[config.mk]
export PLATFORM = sky130hd
export DESIGN_NAME = lvds_tx_framer
export DESIGN_NICKNAME = d
export VERILOG_FILES = /design/src/rtl/lvds_tx_framer.sv
export SDC_FILE = /design/constraint.sdc
export NUM_CORES = 1
export LEC_CHECK = 0
export ABC_AREA = 1
export BUFFER_PORTS_ARGS = -buffer_cell sky130_fd_sc_hd__buf_2
export CORE_MARGIN = 2
export CORE_UTILIZATION = 59
export CTS_BUF_LIST = sky130_fd_sc_hd__clkbuf_8 sky130_fd_sc_hd__clkbuf_16
export DETAILED_ROUTE_END_ITERATION = 8
export PLACE_DENSITY = 0.81
export SLEW_MARGIN = 20
export SYNTH_ARGS = -nofsm -noshare
export SYNTH_HDL_FRONTEND = slang
export SYNTH_SLANG_ARGS = --single-unit
export TNS_END_PERCENT = 10
[constraint.sdc]
create_clock -name clk -period 2.1 [get_ports clk]
set_input_delay 0.21 -clock clk [delete_from_list [all_inputs] [get_ports clk]]
set_output_delay 0.21 -clock clk [all_outputs]
set_load 0.1 [all_outputs]
[src/rtl/lvds_tx_framer.sv]
`default_nettype none
// +----------------------------------------------------------------------------+
// | lvds_tx_framer: frames command/data words as sync+type+payload+parity and  |
// | serializes them MSB first onto a single LVDS lane.                         |
// | Revision: 1.0                                                              |
// +----------------------------------------------------------------------------+
module lvds_tx_framer #(
    parameter int         CLK_DIV    = 1,
    parameter int         GAP_CYCLES = 2,
    parameter logic [3:0] SYNC_WORD  = 4'b1101
) (
    input  logic        clk,
    input  logic        reset,
    input  logic [1:0]  start_i,
    input  logic [4:0]  command_i,
    input  logic [31:0] data_i,
    output logic [1:0]  busy_o,
    output logic        tx_o,
    output logic        tx_en_o,
    output logic        frame_done_o,
    output logic        drop_o
);

    typedef enum logic [2:0] {
        S_IDLE    = 3'd0,
        S_SYNC    = 3'd1,
        S_TYPE    = 3'd2,
        S_PAYLOAD = 3'd3,
        S_PARITY  = 3'd4,
        S_GAP     = 3'd5
    } state_t;

    localparam logic [7:0]  c_div_last = 8'(CLK_DIV - 1);
    localparam logic [15:0] c_gap_last = 16'(GAP_CYCLES - 1);

    state_t      r_state;
    state_t      w_next;
    logic [7:0]  r_div;
    logic [5:0]  r_bit;
    logic [15:0] r_gap;
    logic [31:0] r_shift;
    logic        r_type;
    logic        r_parity;
    logic        r_done;
    logic        w_bit_end;
    logic        w_accept;
    logic        w_tx;
    logic        w_tx_en;

    assign w_bit_end = (r_div == c_div_last);
    assign w_accept  = (r_state == S_IDLE) && (start_i != 2'b00);

    always_comb begin
        w_next  = r_state;
        w_tx    = 1'b0;
        w_tx_en = 1'b0;
        case (r_state)
            S_IDLE: begin
                if (w_accept) w_next = S_SYNC;
            end
            S_SYNC: begin
                w_tx    = SYNC_WORD[r_bit[1:0]];
                w_tx_en = 1'b1;
                if (w_bit_end && (r_bit == 6'd0)) w_next = S_TYPE;
            end
            S_TYPE: begin
                w_tx    = r_type;
                w_tx_en = 1'b1;
                if (w_bit_end) w_next = S_PAYLOAD;
            end
            S_PAYLOAD: begin
                w_tx    = r_shift[31];
                w_tx_en = 1'b1;
                if (w_bit_end && (r_bit == 6'd0)) w_next = S_PARITY;
            end
            S_PARITY: begin
                w_tx    = r_parity;
                w_tx_en = 1'b1;
                if (w_bit_end) w_next = (GAP_CYCLES == 0) ? S_IDLE : S_GAP;
            end
            S_GAP: begin
                if (r_gap == c_gap_last) w_next = S_IDLE;
            end
            default: w_next = S_IDLE;
        endcase
    end

    always_ff @(posedge clk) begin
        if (reset) begin
            r_state  <= S_IDLE;
            r_div    <= 8'd0;
            r_bit    <= 6'd0;
            r_gap    <= 16'd0;
            r_shift  <= 32'd0;
            r_type   <= 1'b0;
            r_parity <= 1'b0;
            r_done   <= 1'b0;
        end else begin
            r_state <= w_next;
            r_done  <= (r_state != S_IDLE) && (w_next == S_IDLE);

            if ((r_state == S_IDLE) || (r_state == S_GAP) || w_bit_end) r_div <= 8'd0;
            else                                                         r_div <= r_div + 8'd1;

            if (r_state == S_GAP) r_gap <= r_gap + 16'd1;
            else                  r_gap <= 16'd0;

            case (r_state)
                S_IDLE: begin
                    if (w_accept) begin
                        // Command wins on a double start; payload is left-aligned so bit 31 always leads.
                        r_bit <= 6'd3;
                        if (start_i[0]) begin
                            r_shift  <= {command_i, 27'd0};
                            r_type   <= 1'b0;
                            r_parity <= ^command_i;
                        end else begin
                            r_shift  <= data_i;
                            r_type   <= 1'b1;
                            r_parity <= ~(^data_i);
                        end
                    end
                end
                S_SYNC: begin
                    if (w_bit_end && (r_bit != 6'd0)) r_bit <= r_bit - 6'd1;
                end
                S_TYPE: begin
                    if (w_bit_end) r_bit <= r_type ? 6'd31 : 6'd4;
                end
                S_PAYLOAD: begin
                    if (w_bit_end) begin
                        r_shift <= {r_shift[30:0], 1'b0};
                        if (r_bit != 6'd0) r_bit <= r_bit - 6'd1;
                    end
                end
                default: ;
            endcase
        end
    end

    assign tx_o         = w_tx;
    assign tx_en_o      = w_tx_en;
    assign busy_o       = (r_state == S_IDLE) ? 2'b00 : (r_type ? 2'b10 : 2'b01);
    assign frame_done_o = r_done;
    assign drop_o       = (start_i != 2'b00) && ((r_state != S_IDLE) || (start_i == 2'b11));

endmodule
`default_nettype wire

# Word level (Yosys, flattened, before mapping)
# Index checks and enable logic that the tools add are counted.
[word_totals] register_bits=68 out_inout_bits=6 input_bits=41
[classes] bitwise_logic=2 reduce_logical=25 add_sub_neg=3 n_mux=26 eq_ne=12 n_lt_le_gt_ge=1
[op_table] cell="two-way mux 32 bit" n=3
[op_table] cell="case mux 32 bit (2 select lines)" n=1
[op_table] cell="XOR reduction 32 bit" n=1
[op_table] cell="two-way mux 6 bit" n=5
[op_table] cell="case mux 6 bit (4 select lines)" n=1
[op_table] cell="two-way mux 3 bit" n=6
[op_table] cell="case mux 3 bit (6 select lines)" n=1
[op_table] cell="adder 16 x 1 -> 16 bit, second input constant" n=1
[op_table] cell="== test 16 x 1 -> 1 bit, second input constant" n=1
[op_table] cell="!= test 2 bit, second input constant" n=5
[op_table] cell="adder 8 x 1 -> 8 bit, second input constant" n=1
[op_table] cell="zero test 8 bit" n=1
[op_table] cell="== test 3 x 2 -> 1 bit, second input constant" n=2
[op_table] cell="== test 3 bit, second input constant" n=2
[op_table] cell="zero test 3 bit" n=2
[op_table] cell="zero test 6 bit" n=1
[op_table] cell="AND reduction 6 bit" n=1
[op_table] cell="nonzero test 6 bit" n=1
[op_table] cell="subtractor 6 x 1 -> 6 bit, second input constant" n=1
[op_table] cell="logical AND 1 bit" n=5
[op_table] cell="two-way mux 5 bit" n=1
[op_table] cell="XOR reduction 5 bit" n=1
[op_table] cell="two-way mux 1 bit" n=4
[op_table] cell="two-way mux 2 bit" n=2
[op_table] cell="other kinds (14)" n=19

# Logic depth before layout (Yosys ltp)
# Gate-level depths: netlist of run 1.
[depth] ltp_word=6 mapped_depth=14

# Least setup slack after synthesis of run 1
# OpenSTA, ideal clock, no wires.
[synth_path] path_kind="register to output" startpoint="register r_state[0]" endpoint="output drop_o" t_required_ps=1890 path_buffers=0 path_slack_ps=-827 t_arrival_ps=2717 stages_incl_launch_ff=5 path_cell_list="dfxtp_1 -> nor2_2 -> inv_2 -> nor2_4 -> o21ai_0"
[synth_via] elab_chain_len=3
[synth_lines] element="from (decl)" line="36" source="state_t r_state;"
[synth_lines] element="from (signal assigned)" line="99" source="r_state <= w_next;"
[synth_lines] element="nonzero test 3 bit" line="145" source="assign drop_o = (start_i != 2'b00) && ((r_state != S_IDLE) || (start_i == 2'b11));"
[synth_lines] element="logical OR 1 bit" line="145"
[synth_lines] element="logical AND 1 bit" line="145"
[synth_lines] element="to (decl)" line="21" source="output logic drop_o"
# Every way passes these cells.

# Worst setup path in the final report of run 1
[layout_path] startpoint="register r_state[2]" endpoint="output tx_en_o"
[layout_via] elab_chain_len=3
[layout_lines] element="== test 3 x 2 -> 1 bit (tied with other cells)" line="57" source="case (r_state)"
[layout_lines] element="OR reduction 4 bit (no source line) *"
[layout_lines] element="two-way mux 1 bit *" line="57"
[layout_lines] element="to (decl)" line="19" source="output logic tx_en_o,"
# Mark *: on every way between the ends. The rest lies on a longest branch, timed or not.

==> results of run 1 <==
[final timing paths]
| path | from | end | slack, ns | depth (start not counted) |
|---|---|---|---|---|
| worst max-delay path | r_state[2]$_SDFF_PP0_ | tx_en_o | 0.13 | 5 |
| worst min-delay path | reset | r_bit[4]$_SDFFE_PP0P_ | 0.11 | 2 |
| worst min register to register | r_div[0]$_SDFF_PP0_ | r_div[0]$_SDFF_PP0_ | 0.46 | 1 |
| worst max register to register | r_state[1]$_SDFF_PP0_ | r_shift[31]$_SDFFE_PP0P_ | 0.24 | 9 |
[area by class of cell]
cell class	count	area, um2	area share [%]
multi-input cells	452	2205	48.97
clock buffers	9	123.9	2.752
flip-flops and latches	68	1363	30.27
clock inverters	7	98.84	2.196
inverters	86	325.3	7.226
repair buffers	52	290.3	6.448
well taps	77	96.34	2.140
[flip-flops by register name (all words and copies together), names as in the netlist]
name,flops
frame_done_o,1
r_bit,6
r_div,8
r_gap,16
r_parity,1
r_shift,32
r_state,3
r_type,1
[power by group]
group	internal, mW	switching (mW)
sequential	1.63	0.204
combinational	0.589	1.51
clock	0.674	0.531
total	2.89	2.24
[worst reg2reg max path: cells and delay by family, from the launching register on]
kind / cells / cell delay [ns]
AND/OR/NAND/NOR: 3 / 0.43
flip-flops: 1 / 0.35
AO/OA/AOI/OAI: 3 / 0.44
buffers and inverters: 3 / 0.57
[cells by family after synthesis]
| group | share of synthesized area, % |
|---|---|
| compound gates | 21.37 |
| fa+ha+maj | 1.886 |
| flops | 34.19 |
| buf+inv | 10.53 |
| xor+xnor | 3.080 |
| simple gates | 28.94 |
[cells in the mapped netlist (2+ instances only)]
library cell  instances
o21ai_0              38
ha_1                  6
nor2_2                2
a21oi_1              51
nor2_4                4
buf_2                 9
or2_2                 2
xor2_1                7
inv_2                 4
dfxtp_1              68
buf_6                 2
inv_1                81
nor3b_1               2
nor2_1               50
xnor2_1               7
nand3_1              20
a22oi_1              26
nand4_1               5
nor3_1                9
nand2_1             183
clkbuf_1              4
a31oi_1               6
o21ai_1              28
[per-layer routing]
layer | wire (um) | share of wire (%) | track usage, % | up-vias
li1 | - | - | - | 2127
met1 | 4228 | 47 | 32.62 | 1847
met2 | 4161 | 47 | 42.71 | 85
met3 | 381 | 4.3 | 5.005 | 13
met4 | 153 | 1.7 | 8.658 | 0
met5 | 0 | 0 | 0 | -
==> flow_metrics.py, run 1 <==
metrics = {
    "outcome": {
        "status": "finished, final reports clean",
    },
    "hold_path": {
        "min_path_type": "in2reg",
    },
    "critical_path": {
        "worstPathMaxFanout": 5,
        "endpoint_kind": "output pin",
        "path_class": "reg2out",
        "crit_family": "buffers and inverters",
        "cp.required_ns": 1.89,
        "crit_buf_inv": 2,
        "max_stage_delay_ns": 0.47,
        "cp_cell_sequence": "nand2_1, nor2_1, inv_1, nand2_1, buf_2",
        "worstPathArrival_ns": 1.76,
        "slowest_stage": "dfxtp_1",
        "start_kind": "flip-flop",
        "cpMostUsedCell": "nand2_1",
    },
    "clock_network": {
        "cts_hold_buf": 0,
        "cts_root_buffer": "clkbuf_8",
        "cts_buffer_depth": 2,
        "cts_sinks": 68,
        "cts_post_setup_buffers_inserted": 0,
        "cts_resized": 0,
        "htree_levels": 3,
        "clkTransAtPathRegs_ns": 0.08,
        "cts_inserted_buffers": 9,
        "clkLatencyLatePin_ns": 0.35,
        "cts_tree": "done",
    },
    "timing": {
        "hold_slack_ns": 0.1115,
        "slew_headroom_pct": 63.20,
        "setup_tns_ns": 0,
        "worstMarginPinSlew_ns": 0.5519,
        "finalSetupViolCount": 0,
        "min_period_ns": 1.968,
        "skew_ns": 0.01149,
        "final_max_slew_viol_count": 0,
        "max_freq_mhz": 508.2,
        "finalWorstSetupSlack_ns": 0.1322,
        "rsz0062_at_grt": "no",
        "hold_viol": 0,
        "finalCritPeriodShare_pct": 93.70,
    },
    "yosys": {
        "yosysWarnings": 0,
        "synth_edf_count": 0,
        "async_reset_ff_share_pct": 0,
        "synth_area_leaders": "dfxtp_1 (34%), nand2_1 (17%), inv_1 (7.6%), a21oi_1 (6.4%), a22oi_1 (4.9%)",
        "synth_top_area_share_pct": 34.19,
        "ys_seq_area_share_pct": 34.19,
        "synth_fp_nets": 670,
        "dominantRegCellSynth": "dfxtp_1",
        "avgSynthCellArea_um2": 6.391,
        "synth_cell_types": 32,
        "synth_largest_area_cell": "dfxtp_1",
        "synthCells": 623,
        "syn_area_um2": 3981,
        "ys_ff_latch": 68,
    },
    "cells_and_area": {
        "area_growth_pct": 13.07,
        "fin_util_pct": 70.10,
        "antenna_cells": 0,
        "final_common_cell": "nand2_1",
        "mostFrequentLayoutCells": "nand2_1 (183), inv_1 (80), dfxtp_1 (67)",
        "stdcell_count": 751,
        "nets": 716,
        "fillCellCount": 589,
        "drive_gt1_share_pct": 12.76,
        "fin_area_um2": 4502,
    },
    "floorplan": {
        "die_w_um": 86.15,
        "die_area_um2": 7421,
        "die_h_um": 86.15,
        "fp.coreArea_um2": 6422,
        "rows": 29,
        "initial_utilization_pct": 61.99,
        "ios": 47,
    },
    "grt": {
        "grtUsageTotal_pct": 25.44,
        "first_global_vias": 3693,
        "grt-ovfl-total": 0,
        "grt_max_degree": 64,
        "grt_pass1_wl_mm": 15.52,
        "antenna_found_initial": 0,
    },
    "placed_design": {
        "gp_congestion": 0.8510,
        "dpl.hpwl_mm": 6.495,
        "place_inst": 735,
        "port_buffers": 46,
        "placed_area_um2": 4278,
        "post-place-ws_ns": 0.2869,
    },
    "power_and_ir_drop": {
        "vdd_drop_max_uv": 541.9,
        "power_density_nw_per_um2": 1141,
        "leakagePower_nw": 2.139,
        "finalPower_mw": 5.135,
    },
    "route": {
        "wl_mm": 8.926,
        "vias": 4072,
        "wire_per_inst_um": 11.89,
        "drcViolationCount": 0,
        "drt_first_pass_iters": 5,
        "drt_iter0_drc": 187,
        "vias_per_cell": 5.422,
        "ant_nets": 0,
    },
    "job": {
        "maxCapViolCount": 0,
    },
}
(Power assumes the default switching activity.)
==> run 2, diff against run 1 <==
--- a/config.mk
+++ b/config.mk
@@ -8,10 +8,11 @@
 export ABC_AREA = 1
 export BUFFER_PORTS_ARGS = -buffer_cell sky130_fd_sc_hd__buf_2
 export CORE_MARGIN = 2
-export CORE_UTILIZATION = 59
+export CORE_UTILIZATION = 57
 export CTS_BUF_LIST = sky130_fd_sc_hd__clkbuf_8 sky130_fd_sc_hd__clkbuf_16
 export DETAILED_ROUTE_END_ITERATION = 8
-export PLACE_DENSITY = 0.81
+export MAX_ROUTING_LAYER = met4
+export PLACE_DENSITY = 0.78
 export SLEW_MARGIN = 20
 export SYNTH_ARGS = -nofsm -noshare
 export SYNTH_HDL_FRONTEND = slang
==> run 2 against run 1 <==
Against the previous run:
- clock power shrank 17%
- setup slack better by 0.025 ns
- final cell count grew 2.4%
- clock skew about the same
- maximum frequency is 1.3% higher
- core utilization decreased by 3.6 points
- first-iteration DRC count rose by 27%
- sequential share of layout area decreased by 0.084 points
- global-route usage fell by 0.43 points
- critical endpoint is now tx_o
- critical path depth increased by 1
==> flow_metrics.py, run 2 (same netlist as run 1, synthesis figures left out) <==
metrics = {
    "clock_network": {
        "cts_post_setup_buffers_inserted": 0,
        "clkLatencyLatePin_ns": 0.34,
        "htree_levels": 3,
        "cts_tree": "done",
        "cts_root_buffer": "clkbuf_8",
        "cts_buffer_depth": 2,
        "cts_resized": 0,
        "cts_inserted_buffers": 9,
        "cts_sinks": 68,
        "clkTransAtPathRegs_ns": 0.07,
        "cts_hold_buf": 0,
    },
    "grt": {
        "grt_pass1_wl_mm": 14.99,
        "antenna_found_initial": 0,
        "grt-ovfl-total": 0,
        "grtUsageTotal_pct": 25.01,
        "first_global_vias": 3555,
        "grt_max_degree": 36,
    },
    "hold_path": {
        "hold_start": "reset",
        "worst_hold_path.endpoint": "r_bit[4]$_SDFFE_PP0P_",
        "min_path_type": "in2reg",
        "min_path_cells": 2,
    },
    "critical_path": {
        "r2r_end": "r_shift[20]$_SDFFE_PP0P_",
        "worst-r2r-setup-slack_ns": 0.30,
        "slowest_stage": "dfxtp_1",
        "worstPathMaxFanout": 5,
        "cp_cell_sequence": "inv_1, nand2_1, nor2_4, a221oi_1, nand2_1, buf_12",
        "reg2reg_depth": 9,
        "worstPathArrival_ns": 1.73,
        "crit_family": "flip-flops",
        "cp.required_ns": 1.89,
        "endpoint_kind": "output pin",
        "path_class": "reg2out",
        "crit_buf_inv": 2,
        "max_stage_delay_ns": 0.44,
        "cpMostUsedCell": "nand2_1",
        "r2r_start": "r_div[0]$_SDFF_PP0_",
        "start_kind": "flip-flop",
    },
    "placed_design": {
        "dpl.hpwl_mm": 6.516,
        "place_inst": 754,
        "post-place-ws_ns": 0.3097,
        "port_buffers": 46,
        "gp_congestion": 0.8789,
    },
    "timing": {
        "skew_ns": 0.01191,
        "final_max_slew_viol_count": 0,
        "slew_headroom_pct": 67.70,
        "finalCritPeriodShare_pct": 92.52,
        "finalSetupViolCount": 0,
        "worstMarginPinSlew_ns": 0.4879,
        "rsz0062_at_grt": "no",
        "max_freq_mhz": 514.7,
        "hold_viol": 0,
        "min_period_ns": 1.943,
        "setup_tns_ns": 0,
        "finalWorstSetupSlack_ns": 0.1570,
    },
    "cells_and_area": {
        "regMostFlops": "r_shift",
        "antenna_cells": 0,
        "top_regs": "r_shift x32, r_gap x16, r_div x8",
        "largest_register_ff_count": 32,
        "area_growth_pct": 13.39,
        "mostFrequentLayoutCells": "nand2_1 (183), inv_1 (81), dfxtp_1 (67)",
        "final_common_cell": "nand2_1",
        "drive_gt1_share_pct": 12.63,
        "stdcell_count": 769,
        "nets": 716,
        "fin_util_pct": 66.45,
    },
    "route": {
        "ant_nets": 0,
        "wl_mm": 8.827,
        "drcViolationCount": 0,
        "wire_per_inst_um": 11.48,
        "drt_first_pass_iters": 5,
        "vias_per_cell": 5.194,
        "vias": 3994,
        "drt_iter0_drc": 237,
    },
    "floorplan": {
        "ios": 47,
        "die_w_um": 87.58,
        "die_h_um": 87.58,
        "die_area_um2": 7669,
        "initial_utilization_pct": 58.60,
        "fp.coreArea_um2": 6794,
        "rows": 30,
    },
    "power_and_ir_drop": {
        "leakagePower_nw": 2.137,
        "finalPower_mw": 4.984,
        "power_density_nw_per_um2": 1104,
        "vdd_drop_max_uv": 449.8,
    },
    "outcome": {
        "status": "finished, final reports clean",
    },
    "job": {
        "maxCapViolCount": 0,
    },
}
## run 2: where the power goes
part           leakage, nW  switching [mW]  internal, mW
combinational         1.48            1.51         0.633
clock                0.100           0.482         0.533
sequential           0.557           0.201          1.63
## run 2: worst max path at each step
stage,start,to,slack [ns],cells after the start
3_3_place_gp,r_gap[0]$_SDFF_PP0_,r_gap[14]$_SDFF_PP0_,0.37,10
3_5_place_dp,r_gap[0]$_SDFF_PP0_,r_gap[14]$_SDFF_PP0_,0.31,10
4_1_cts,r_state[0]$_SDFF_PP0_,tx_o,0.12,7
2_1_floorplan,r_state[0]$_SDFF_PP0_,busy_o[0],0.03,4
6_report,r_state[2]$_SDFF_PP0_,tx_o,0.16,6
5_1_grt,r_state[2]$_SDFF_PP0_,tx_o,0.02,6
## run 2: area by class of cell
| type | count | area (um2) |
|---|---|---|
| fillers | 620 | 2280 |
| multi-input cells | 452 | 2210 |
| flip-flops and latches | 68 | 1363 |
| inverters | 86 | 325.3 |
| repair buffers | 52 | 315.3 |
| clock buffers | 9 | 123.9 |
| well taps | 96 | 120.1 |
| clock inverters | 6 | 57.56 |
## run 2: worst register-to-register path: cells and delay by family (launching register included)
| kind | cells | cell delay (ns) |
|---|---|---|
| buffers and inverters | 3 | 0.59 |
| flip-flops | 1 | 0.34 |
| AO/OA/AOI/OAI | 3 | 0.32 |
| AND/OR/NAND/NOR | 2 | 0.31 |
| adder cells (fa/ha/maj) | 1 | 0.16 |
## run 2: per-layer routing
layer	GRT usage [%]	wire length [um]	vias to the layer above
met5	-	0	-
met4	9.231	138	0
met3	4.241	388	12
met2	39.39	4054	104
met1	32.30	4246	1757
li1	-	-	2121
## run 2: metrics by stage
stage | instance area, um2 | hold slack (ns)
after CTS | 4508 | 0.1121
after detailed placement | 4327 | 0.4507
after floorplan | 3985 | 0.2791
after global placement | 4327 | 0.4301
final | 4514 | 0.1259
after global routing | 4514 | 0.1220
==> run 3, diff against run 2 <==
==> constraint.sdc (replaced) <==
create_clock -name clk -period 2.3 [get_ports clk]
set_input_delay 0.23 -clock clk [delete_from_list [all_inputs] [get_ports clk]]
set_output_delay 0.23 -clock clk [all_outputs]
set_load 0.1 [all_outputs]
==> run 3 against run 2 <==
Against the previous run:
- clock skew shrank 0.0047 ns
- largest power group unchanged
- critical endpoint unchanged
- setup slack gained 0.10 ns
- largest cell class unchanged
- clock-buffer cell count grew 1
==> flow_metrics.py, run 3 (same netlist as run 1, synthesis figures left out) <==
metrics = {
    "timing": {
        "finalWorstSetupSlack_ns": 0.2568,
        "hold_slack_ns": 0.1401,
        "rsz0062_at_grt": "no",
        "worstMarginPinSlew_ns": 0.8089,
        "hold_viol": 0,
        "max_freq_mhz": 489.4,
        "finalCritPeriodShare_pct": 88.83,
        "setup_tns_ns": 0,
        "final_max_slew_viol_count": 0,
        "min_period_ns": 2.043,
        "finalSetupViolCount": 0,
        "slew_headroom_pct": 46.02,
        "skew_ns": 0.007194,
    },
    "cells_and_area": {
        "drive_gt1_share_pct": 11.76,
        "mostFrequentLayoutCells": "nand2_1 (183), inv_1 (83), dfxtp_1 (68)",
        "antenna_cells": 0,
        "area_growth_pct": 12.44,
        "largest_register_ff_count": 32,
        "fin_util_pct": 65.89,
        "final_common_cell": "nand2_1",
        "top_regs": "r_shift x32, r_gap x16, r_div x8",
        "regMostFlops": "r_shift",
        "fin_area_um2": 4477,
        "nets": 714,
        "stdcell_count": 768,
    },
    "route": {
        "vias": 3988,
        "ant_nets": 0,
        "drt_first_pass_iters": 4,
        "drcViolationCount": 0,
        "vias_per_cell": 5.193,
        "wl_mm": 8.696,
        "wire_per_inst_um": 11.32,
        "drt_iter0_drc": 156,
    },
    "grt": {
        "grtUsageTotal_pct": 24.87,
        "first_global_vias": 3596,
        "grt_max_degree": 64,
        "grt_pass1_wl_mm": 15.04,
        "antenna_found_initial": 0,
        "grt-ovfl-total": 0,
    },
    "clock_network": {
        "clkTransAtPathRegs_ns": 0.07,
        "cts_sinks": 68,
        "cts_tree": "done",
        "clkLatencyLatePin_ns": 0.34,
        "cts_hold_buf": 0,
        "cts_resized": 0,
        "cts_post_setup_buffers_inserted": 0,
        "cts_inserted_buffers": 9,
        "htree_levels": 3,
        "cts_buffer_depth": 2,
        "cts_root_buffer": "clkbuf_8",
    },
    "power_and_ir_drop": {
        "leakagePower_nw": 2.125,
        "p_sw_mw": 1.988,
        "pwr-share-comb_pct": 41.9,
        "pwr-share-seq_pct": 36.8,
        "vdd_drop_max_uv": 476.8,
        "power_density_nw_per_um2": 1011,
        "finalPower_mw": 4.527,
        "switching_share_pct": 43.92,
        "p_int_mw": 2.539,
        "clock_power_share_pct": 21.3,
    },
    "critical_path": {
        "crit_buf_inv": 2,
        "max_stage_delay_ns": 0.47,
        "path_class": "reg2out",
        "worstPathArrival_ns": 1.81,
        "start_kind": "flip-flop",
        "worst-r2r-setup-slack_ns": 0.31,
        "crit_family": "simple AND/OR/NAND/NOR gates",
        "reg2reg_depth": 6,
        "path_depth": 5,
        "worstPathMaxFanout": 18,
        "cp-startpoint": "r_state[0]$_SDFF_PP0_",
        "r2r_start": "r_state[0]$_SDFF_PP0_",
        "cp.required_ns": 2.07,
        "cp_cell_sequence": "inv_2, nor2_4, a221oi_1, nand2_1, buf_12",
        "slowest_stage": "dfxtp_1",
        "endpoint_kind": "output pin",
    },
    "floorplan": {
        "initial_utilization_pct": 58.60,
        "rows": 30,
        "die_h_um": 87.58,
        "die_w_um": 87.58,
        "ios": 47,
        "fp.coreArea_um2": 6794,
        "die_area_um2": 7669,
    },
    "hold_path": {
        "hold_start": "reset",
        "min_path_type": "in2reg",
        "min_path_cells": 2,
    },
    "placed_design": {
        "post-place-ws_ns": 0.3404,
        "port_buffers": 46,
        "place_inst": 752,
        "gp_congestion": 0.8436,
        "dpl.hpwl_mm": 6.444,
        "placed_area_um2": 4283,
    },
    "outcome": {
        "status": "finished, final reports clean",
    },
    "job": {
        "maxCapViolCount": 0,
    },
}
run 3: cell count changes in the layout (fill, tap and decap cells not counted):
cell / previous run / this run
buf_12: 3 / 1
inv_1: 81 / 83
clkbuf_8: 9 / 10
clkinv_2: 3 / 2
dfxtp_1: 67 / 68
dfxtp_2: 1 / 0
inv_2: 5 / 4
nor3_1: 8 / 9
nor3_2: 1 / 0
o21ai_1: 28 / 29
o21ai_2: 1 / 0
run 3: power by group through the flow:
stage / Combinational, mW / Clock [mW] / Sequential, mW
after floorplan: 1.53 / 0 / 1.68
after global placement: 1.82 / 0 / 1.67
after detailed placement: 1.88 / 0 / 1.69
after CTS: 1.89 / 0.989 / 1.66
after global routing: 2.12 / 1.03 / 1.70
final: 1.90 / 0.965 / 1.67
run 3: area by class of cell:
| type | instances | area, um2 |
|---|---|---|
| Tap cell | 96 | 120.1 |
| Timing Repair Buffer | 50 | 275.3 |
| Fill cell | 636 | 2317 |
| Clock inverter | 6 | 56.30 |
| Inverter | 86 | 325.3 |
| Clock buffer | 10 | 137.6 |
| Multi-Input combinational cell | 452 | 2201 |
| Sequential cell | 68 | 1361 |
run 3: worst paths after layout:
path                         endpoint
max                              tx_o
max reg2reg  r_shift[27]$_SDFFE_PP0P_
min             r_bit[4]$_SDFFE_PP0P_
min reg2reg       r_div[0]$_SDFF_PP0_
run 3: worst reg2reg max path: stages, from the launching register on:
cell	delay, ns
dfxtp_1	0.47
inv_2	0.11
nor2_4	0.39
a21oi_2	0.15
inv_4	0.43
o21ai_0	0.17
a31oi_1	0.18
run 3: routing by layer:
layer | GRT usage, % | vias up | part of all wire [%]
met5 | - | - | 0
met2 | 40.22 | 87 | 46
li1 | - | 2114 | -
met1 | 32.14 | 1774 | 49
met3 | 4.053 | 13 | 3.9
met4 | 7.273 | 0 | 1.0
